<file path="src/rtl/fpu_types_pkg.sv">
// Shared types for the FPU issue sequencer: the sequencer FSM states and the default
// completion timeout.
package fpu_types_pkg;

    typedef enum logic [1:0] {
        IDLE  = 2'd0,
        ISSUE = 2'd1,
        WAIT  = 2'd2,
        WB    = 2'd3
    } fpu_seq_state_t;

    localparam int FPU_TIMEOUT_DEFAULT = 64;
    localparam int FPU_TMO_W           = 7;

endpackage

</file>
<file path="src/rtl/fpu_scoreboard.sv">
// Per-register pending bits for FP destinations, with hazard lookup on rs1/rs2/rd.
// Set/clear take effect on the next edge; the hazard output is combinational from the registered bits.
module fpu_scoreboard (
    input  logic       CLK,
    input  logic       RST,
    input  logic       set_vld,
    input  logic [2:0] set_idx,
    input  logic       clr_vld,
    input  logic [2:0] clr_idx,
    input  logic [2:0] rs1_idx,
    input  logic [2:0] rs2_idx,
    input  logic [2:0] rd_idx,
    output logic [7:0] busy,
    output logic       hazard
);

    logic [7:0] busy_q;
    logic [7:0] busy_d;

    always_comb begin
        busy_d = busy_q;
        if (clr_vld) busy_d[clr_idx] = 1'b0;
        if (set_vld) busy_d[set_idx] = 1'b1;
    end

    always_ff @(posedge CLK or posedge RST) begin
        if (RST) busy_q <= 8'h00;
        else     busy_q <= busy_d;
    end

    assign busy   = busy_q;
    assign hazard = busy_q[rs1_idx] | busy_q[rs2_idx] | busy_q[rd_idx];

endmodule

</file>
<file path="src/rtl/fpu_issue_sequencer.sv">
// Issues one FPU op at a time, waits for fpu_done (with timeout), then writes the FP regfile.
// Request to f_wen is at least 3 cycles; stall holds decode while an op is in flight or on a hazard.
module fpu_issue_sequencer
    import fpu_types_pkg::*;
#(
    parameter int TIMEOUT = FPU_TIMEOUT_DEFAULT
) (
    input  logic        CLK,
    input  logic        RST,
    input  logic        fpu_req,
    input  logic [6:0]  fpu_op,
    input  logic [2:0]  f_rd,
    input  logic [2:0]  f_rs1,
    input  logic [2:0]  f_rs2,
    input  logic [2:0]  f_frm,
    input  logic        flush,
    input  logic        fpu_done,
    input  logic [31:0] fpu_result,
    output logic        fpu_start,
    output logic [6:0]  fpu_op_o,
    output logic [2:0]  fpu_frm_o,
    output logic        stall,
    output logic        f_wen,
    output logic [2:0]  f_waddr,
    output logic [31:0] f_wdata,
    output logic [7:0]  busy_rd,
    output logic        fpu_fault
);

    localparam logic [FPU_TMO_W-1:0] TMO_LAST = FPU_TMO_W'(TIMEOUT - 1);

    fpu_seq_state_t       state_q, state_d;
    logic [FPU_TMO_W-1:0] cnt_q, cnt_d;
    logic [6:0]           op_q, op_d;
    logic [2:0]           frm_q, frm_d;
    logic [2:0]           rd_q, rd_d;
    logic [31:0]          res_q, res_d;
    logic                 fault_q, fault_d;

    logic sb_set, sb_clr, hazard;

    fpu_scoreboard u_scoreboard (
        .CLK     (CLK),
        .RST     (RST),
        .set_vld (sb_set),
        .set_idx (f_rd),
        .clr_vld (sb_clr),
        .clr_idx (rd_q),
        .rs1_idx (f_rs1),
        .rs2_idx (f_rs2),
        .rd_idx  (f_rd),
        .busy    (busy_rd),
        .hazard  (hazard)
    );

    always_comb begin
        state_d = state_q;
        cnt_d   = cnt_q;
        op_d    = op_q;
        frm_d   = frm_q;
        rd_d    = rd_q;
        res_d   = res_q;
        fault_d = 1'b0;
        sb_set  = 1'b0;
        sb_clr  = 1'b0;
        case (state_q)
            IDLE: begin
                // flush beats a simultaneous request
                if (fpu_req && !flush && !hazard) begin
                    op_d    = fpu_op;
                    frm_d   = f_frm;
                    rd_d    = f_rd;
                    sb_set  = 1'b1;
                    state_d = ISSUE;
                end
            end
            ISSUE: begin
                cnt_d = '0;
                if (flush) begin
                    sb_clr  = 1'b1;
                    state_d = IDLE;
                end else begin
                    state_d = WAIT;
                end
            end
            WAIT: begin
                // flush is checked first so a same-cycle fpu_done is dropped
                if (flush) begin
                    sb_clr  = 1'b1;
                    state_d = IDLE;
                end else if (fpu_done) begin
                    res_d   = fpu_result;
                    state_d = WB;
                end else if (cnt_q == TMO_LAST) begin
                    fault_d = 1'b1;
                    sb_clr  = 1'b1;
                    state_d = IDLE;
                end else begin
                    cnt_d = cnt_q + 1'b1;
                end
            end
            WB: begin
                sb_clr  = 1'b1;
                state_d = IDLE;
            end
            default: state_d = IDLE;
        endcase
    end

    always_ff @(posedge CLK or posedge RST) begin
        if (RST) begin
            state_q <= IDLE;
            cnt_q   <= '0;
            op_q    <= '0;
            frm_q   <= '0;
            rd_q    <= '0;
            res_q   <= '0;
            fault_q <= 1'b0;
        end else begin
            state_q <= state_d;
            cnt_q   <= cnt_d;
            op_q    <= op_d;
            frm_q   <= frm_d;
            rd_q    <= rd_d;
            res_q   <= res_d;
            fault_q <= fault_d;
        end
    end

    assign fpu_start = (state_q == ISSUE);
    assign f_wen     = (state_q == WB);
    assign stall     = (state_q == ISSUE) || (state_q == WAIT) ||
                       ((state_q == IDLE) && fpu_req && hazard);
    assign f_waddr   = rd_q;
    assign f_wdata   = res_q;
    assign fpu_op_o  = op_q;
    assign fpu_frm_o = frm_q;
    assign fpu_fault = fault_q;

endmodule

</file>
<file path="config.mk">
export PLATFORM = sky130hd
export DESIGN_NAME = fpu_issue_sequencer
export DESIGN_NICKNAME = d
export VERILOG_FILES = /design/src/rtl/fpu_types_pkg.sv /design/src/rtl/fpu_scoreboard.sv /design/src/rtl/fpu_issue_sequencer.sv
export SDC_FILE = /design/constraint.sdc
export NUM_CORES = 1
export LEC_CHECK = 0
export BUFFER_PORTS_ARGS = -buffer_cell sky130_fd_sc_hd__buf_2
export CAP_MARGIN = 20
export CELL_PAD_IN_SITES_DETAIL_PLACEMENT = 2
export CELL_PAD_IN_SITES_GLOBAL_PLACEMENT = 2
export CORE_UTILIZATION = 30
export DETAILED_ROUTE_END_ITERATION = 10
export HOLD_SLACK_MARGIN = 0.02
export PLACE_DENSITY = 0.77
export REMOVE_ABC_BUFFERS = 1
export SYNTH_ARGS = -nofsm -noshare
export SYNTH_HDL_FRONTEND = slang
export SYNTH_SLANG_ARGS = --single-unit
</file>
<file path="constraint.sdc">
create_clock -name CLK -period 2.45 [get_ports CLK]
set_input_delay 0.3675 -clock CLK [delete_from_list [all_inputs] [get_ports CLK]]
set_output_delay 0.3675 -clock CLK [all_outputs]
set_load 0.01 [all_outputs]
</file>
==> results.py, run 1 <==
metrics = {
    "timing": {
        "tightest_slew_ns": 0.649,
        "slew-limit-headroom": 0.567,
        "hold_viol": 0,
        "finClkSkew_ns": 0.0116,
        "max_freq_ghz": 0.409,
        "min_period_over_period": 0.997,
        "setup_violations": 0,
        "period_needed_ns": 2.44,
        "holdWs_ns": 0.0704,
        "slew_viol_final": 0,
        "rsz0062_at_grt": "true",
    },
    "clocking": {
        "cts_made_buffers": 9,
        "clock-sinks": 63,
        "clk_pin_slew_ns": 0.08,
        "cts_max_level": 3,
        "clk_path_buf_depth": 2,
        "cts_root_buf": "clkbuf_8",
        "clock_latency_ns": 0.35,
        "ctsHoldBuffers": 0,
        "cts_tree": "done",
    },
    "logic_synthesis": {
        "netlist_top_cells_area": "dfrtp_1 (56%), mux2_2 (15%), mux4_2 (4.8%)",
        "ys_seq_area_frac": 0.557,
        "synthCells": 215,
        "syn-cell-area_um2": 2830,
        "yosys_register_bits": 63,
        "synth_top_cell_area_share": 0.557,
        "yosys.area.top_type": "dfrtp_1",
        "ys.flop_type": "dfrtp_1",
        "synth-edff-count": 0,
        "ys_warn_count": 0,
        "ys_types": 33,
        "syn_avg_cell_area_um2": 13.2,
        "async_reset_ff_frac": 1.00,
    },
    "power": {
        "cellPowerDensity_nw_per_um2": 1210,
        "peakVddDrop_v": 0.000452,
        "p_leak_nw": 1.97,
    },
    "cells_and_area": {
        "nNetsFinal": 409,
        "drive_gt1_frac": 0.560,
        "antennaDiodeCount": 0,
        "fill_cells": 964,
        "stdcell_count": 463,
        "fin_util": 0.422,
        "syn_to_final_growth_pct": 37.2,
    },
    "placement": {
        "port-buffer-count": 112,
        "place_inst": 443,
        "gp_congestion": 0.791,
        "dp_hpwl_mm": 5.93,
    },
    "floorplanning": {
        "initial_core_util": 0.308,
        "die_w_um": 99.2,
        "pin_count": 113,
        "core_um2": 9200,
        "placementRows": 35,
        "die_area_um2": 9830,
        "die_h_um": 99.2,
    },
    "worst_setup_path": {
        "worstPathRequired_ns": 2.08,
        "setup.worst_path.class": "flop to output pin",
        "worstSetupStartpointType": "flop",
        "path_max_fanout": 3,
        "worstPathArrival_ns": 2.07,
        "cp-end-kind": "output pin",
    },
    "global_routing": {
        "grt_pass1_wl_mm": 13.4,
        "antenna_found_initial": 0,
        "grt_max_degree": 40,
        "grt_overflow": 0,
        "grt_use_total": 0.180,
        "grt_pass1_vias": 2611,
    },
    "detailed_routing": {
        "viasPerCell": 4.87,
        "avgRoutedWirePerCell_um": 17.7,
        "routed_wl_mm": 8.18,
        "route.layer.met1.wl_mm": 3.35,
        "met3_wirelength_um": 550,
        "firstDrtPassIters": 4,
        "num_vias": 2257,
        "drcViolationCount": 0,
        "ant_nets": 0,
        "top_layer": "met4",
        "wl_met2_mm": 4.13,
        "drt-initial-drc-count": 87,
    },
    "status": {
        "run_status": "finished, final reports clean",
    },
    "run": {
        "maxCapViolations": 0,
    },
    "worst_hold_path": {
        "hold_path.class": "input pin to async pin",
    },
}
worst paths after layout:
| check | startpoint | to | slack, ns | depth (start not counted) |
|---|---|---|---|---|
| setup / recovery | u_scoreboard.busy[4] | stall | 0.008 | 7 |
| hold / removal | RST | f_waddr[2] | 0.07 | 2 |
| setup reg to reg | u_scoreboard.busy[4] | u_scoreboard.busy[1] | 0.02 | 6 |
| hold reg to reg | fpu_frm_o[0] | fpu_frm_o[0] | 0.49 | 1 |
| max in group asynchronous | RST | fpu_frm_o[0] | 1.74 | 3 |
| min in group CLK | f_frm[0] | fpu_frm_o[0] | 0.24 | 2 |
flip-flops by register name, summed over array words and instances, names as in the netlist:
signal	cells
cnt_q	7
fpu_op_o	7
f_waddr	3
fpu_fault	1
fpu_frm_o	3
f_wdata	32
state_q	2
u_scoreboard.busy	8
per-stage QoR:
stage,setup slack (ns),total power [mW],cell area (µm²),TNS [ns]
global route,-0.0733,5.01,3880,-0.129
CTS,-0.0121,4.76,3880,-0.0121
floorplan,-0.0441,2.76,2790,-0.0441
global placement,-0.0322,3.56,3610,-0.280
finish,0.00757,4.70,3880,0
detailed placement,-0.105,3.68,3610,-1.17
timing repair:
| item | in CTS | in global routing |
|---|---|---|
| endpoints found under the setup margin | 12 | 3 |
| buffers inserted | 4 | 0 |
| pin swaps | 1 | 0 |
| resized for setup | 8 | 1 |
power breakdown:
group | switching, mW | total, mW | leakage, nW | internal, mW
Combinational | 0.944 | 1.96 | 1.05 | 1.01
Sequential | 0.308 | 1.79 | 0.807 | 1.48
Clock | 0.404 | 0.954 | 0.109 | 0.550
Yosys cell counts (2+ instances only):
| cell type | number |
|---|---|
| dfrtp_1 | 63 |
| mux2_2 | 38 |
| inv_1 | 10 |
| o21ai_0 | 10 |
| mux2_1 | 9 |
| nand3_1 | 9 |
| nor2_1 | 9 |
| nand2_1 | 8 |
| a21oi_1 | 6 |
| ha_1 | 6 |
| mux4_2 | 6 |
| nand2b_1 | 5 |
| clkbuf_1 | 4 |
| o41ai_1 | 4 |
| o21ai_1 | 3 |
| xnor2_1 | 3 |
| buf_2 | 2 |
| mux2i_1 | 2 |
| nor2b_1 | 2 |
| nor3_1 | 2 |
| o31ai_1 | 2 |
area by class of cell:
type	count	area [µm²]	area share
clock inverter	3	40.0	0.0103
clock buffer	13	169	0.0435
sequential	63	1580	0.406
tap	111	139	0.0358
timing repair buffer	129	727	0.187
inverter	10	37.5	0.00966
multi-input combinational	134	1190	0.307
routing by layer:
layer	global-route usage	up-vias
met5	0	-
met4	0.0837	0
met3	0.0541	13
met2	0.303	76
met1	0.213	1141
li1	-	1027
cell families (layout without fill, tap and decap cells):
kind of cell    after synthesis  in the layout  synth area share
fa+ha+maj                     6              6            0.0265
buf+inv                      18            155            0.0274
flops                        63             63             0.557
simple gates                 40             40            0.0703
mux                          55             55             0.242
xor+xnor                      4              4            0.0124
compound gates               29             29            0.0650
placed cells by master (no fill, tap or decap), drive strengths merged, types with 2 or more instances in the layout:
master and n:
mux2i 2, o41ai 4, nand2 8, mux4 6, clkbuf 13, nor2b 2, mux2 47, a21oi 6
nand2b 5, nor2 9, o21ai 13, o31ai 3, inv 10, xnor2 3, clkinv 2, nand3 9
ha 6, buf 129, nor3 2, dfrtp 63
worst max-delay path, stage by stage (launching register included):
cell and delay, ns:
dfrtp_1 0.42, buf_6 0.13, mux4_2 0.46, mux2i_2 0.21, buf_4 0.15, nand2_2 0.04
a31o_2 0.20, buf_6 0.11
Note: power is estimated with default switching activity, not from simulation.
==> run 2: changes to the inputs <==
Settings changed: RECOVER_POWER from default to 25.
==> run 2 against run 1 <==
  * Sequential share of layout area up 0.16 points
  * Routed wire length about the same
  * Hold slack better by 0.17 ns
  * Clock power about the same
  * Die area unchanged
==> results.py, run 2 (synthesis gave the netlist of run 1 again) <==
metrics = {
    "status": {
        "run_status": "finished, final reports clean",
    },
    "placement": {
        "dpl_cell_area_um2": 3610,
        "place_inst": 443,
        "port-buffer-count": 112,
        "gp_congestion": 0.791,
        "dp_hpwl_mm": 5.93,
    },
    "worst_setup_path": {
        "cpLargestDelayFamily": "multiplexers",
        "cp-end-kind": "output pin",
        "worstSetupStartpointType": "flop",
        "crit_buf_inv": 3,
        "worstPathArrival_ns": 2.07,
        "worst_path_most_repeated_cell": "buf_6",
        "crit_path_top_delay_cell": "mux4_2",
        "max_stage_delay_ns": 0.46,
        "path_max_fanout": 3,
        "worstPathRequired_ns": 2.08,
        "setup.worst_path.class": "flop to output pin",
        "worstPathCellList": "buf_6, mux4_2, mux2i_2, buf_4, nand2_2, a31o_2, buf_6",
    },
    "cells_and_area": {
        "stdcell_count": 463,
        "fin_area_um2": 3870,
        "layout_common_cells": "buf_2 (111), dfrtp_1 (62), mux2_2 (38)",
        "antennaDiodeCount": 0,
        "layout_commonest_cell": "buf_2",
        "nNetsFinal": 409,
        "syn_to_final_growth_pct": 36.6,
        "largest_register_ffs": 32,
        "drive_gt1_frac": 0.557,
    },
    "timing": {
        "slew_viol_final": 0,
        "slew-limit-headroom": 0.340,
        "tightest_slew_ns": 0.988,
        "period_needed_ns": 2.44,
        "hold_viol": 0,
        "finalSetupTns_ns": 0,
        "finClkSkew_ns": 0.0116,
        "min_period_over_period": 0.996,
        "rsz0062_at_grt": "true",
        "max_freq_ghz": 0.410,
        "setup_violations": 0,
    },
    "global_routing": {
        "grt_use_total": 0.180,
        "antenna_found_initial": 0,
        "grt_overflow": 0,
        "grt_max_degree": 40,
        "grt_pass1_wl_mm": 13.4,
        "grt_pass1_vias": 2611,
    },
    "power": {
        "p_seq_frac": 0.381,
        "p_int_mw": 3.04,
        "clock_power_share": 0.203,
        "swShare": 0.352,
        "p_leak_nw": 1.97,
        "cellPowerDensity_nw_per_um2": 1210,
        "p_sw_mw": 1.65,
        "power.share.combinational": 0.416,
        "peakVddDrop_v": 0.000451,
    },
    "floorplanning": {
        "pin_count": 113,
        "initial_core_util": 0.308,
        "die_h_um": 99.2,
        "die_area_um2": 9830,
        "core_um2": 9200,
        "die_w_um": 99.2,
        "placementRows": 35,
    },
    "detailed_routing": {
        "viasPerCell": 4.87,
        "avgRoutedWirePerCell_um": 17.7,
        "drcViolationCount": 0,
        "num_vias": 2256,
        "routed_wl_mm": 8.19,
        "firstDrtPassIters": 4,
        "ant_nets": 0,
        "drt-initial-drc-count": 86,
    },
    "clocking": {
        "ctsHoldBuffers": 0,
        "cts_root_buf": "clkbuf_8",
        "clk_path_buf_depth": 2,
        "clock-sinks": 63,
        "cts_made_buffers": 9,
        "clock_latency_ns": 0.35,
        "cts_max_level": 3,
        "cts_tree": "done",
        "clk_pin_slew_ns": 0.08,
    },
    "run": {
        "maxCapViolations": 0,
    },
    "worst_hold_path": {
        "hold_path.class": "input pin to async pin",
    },
}
run 2: power by group through the flow:
stage               Combinational (mW)  Sequential (mW)  Clock (mW)
finish                            1.95             1.79       0.953
global route                      2.13             1.86        1.02
CTS                               1.99             1.80       0.978
detailed placement                1.86             1.81           0
global placement                  1.79             1.77           0
floorplan                        0.798             1.96           0
run 2: what timing repair did:
item | in CTS | in global routing
resized for setup | 8 | 1
pin swaps | 1 | 0
cloned | 0 | 0
setup endpoints to repair | 12 | 3
buffers inserted | 4 | 0
run 2: layer usage:
layer / vias to the layer above / GRT usage / wire, µm
met2: 78 / 0.303 / 4130
li1: 1027 / - / -
met3: 13 / 0.0541 / 548
met4: 0 / 0.0837 / 156
met1: 1138 / 0.213 / 3350
met5: - / 0 / 0
run 2: worst register-to-register path: stages (launching register included):
cell	delay, ns
dfrtp_1	0.42
buf_6	0.13
mux4_2	0.46
mux2i_2	0.21
or4b_4	0.54
or2_1	0.31
o31ai_2	0.26
run 2: layout make-up:
type	count	area, µm²
Timing Repair Buffer	129	712
Inverter	10	37.5
Clock buffer	13	169
Tap cell	111	139
Sequential cell	63	1580
Fill cell	965	5330
Clock inverter	3	40.0
Multi-Input combinational cell	134	1190
run 2: worst paths after layout:
path | start | end | slack [ns] | depth (start not counted)
max in group asynchronous | RST | fpu_frm_o[0] | 0.69 | 3
worst min-delay path | RST | f_waddr[2] | 0.24 | 2
worst min register to register | fpu_frm_o[0] | fpu_frm_o[0] | 0.49 | 1
worst max register to register | u_scoreboard.busy[4] | u_scoreboard.busy[1] | 0.02 | 6
worst max-delay path | u_scoreboard.busy[4] | stall | 0.009 | 7
min in group CLK | f_frm[0] | fpu_frm_o[0] | 0.24 | 2
run 2: through the flow:
| step | setup slack [ns] | power, mW | utilization | hold slack [ns] |
|---|---|---|---|---|
| floorplan | -0.0441 | 2.76 | - | 0.456 |
| global placement | -0.0322 | 3.56 | 0.393 | 0.461 |
| detailed placement | -0.105 | 3.68 | 0.393 | 0.471 |
| CTS | -0.0121 | 4.76 | 0.422 | 0.0926 |
| global route | -0.0733 | 5.01 | 0.421 | 0.236 |
| finish | 0.00872 | 4.70 | 0.421 | 0.238 |
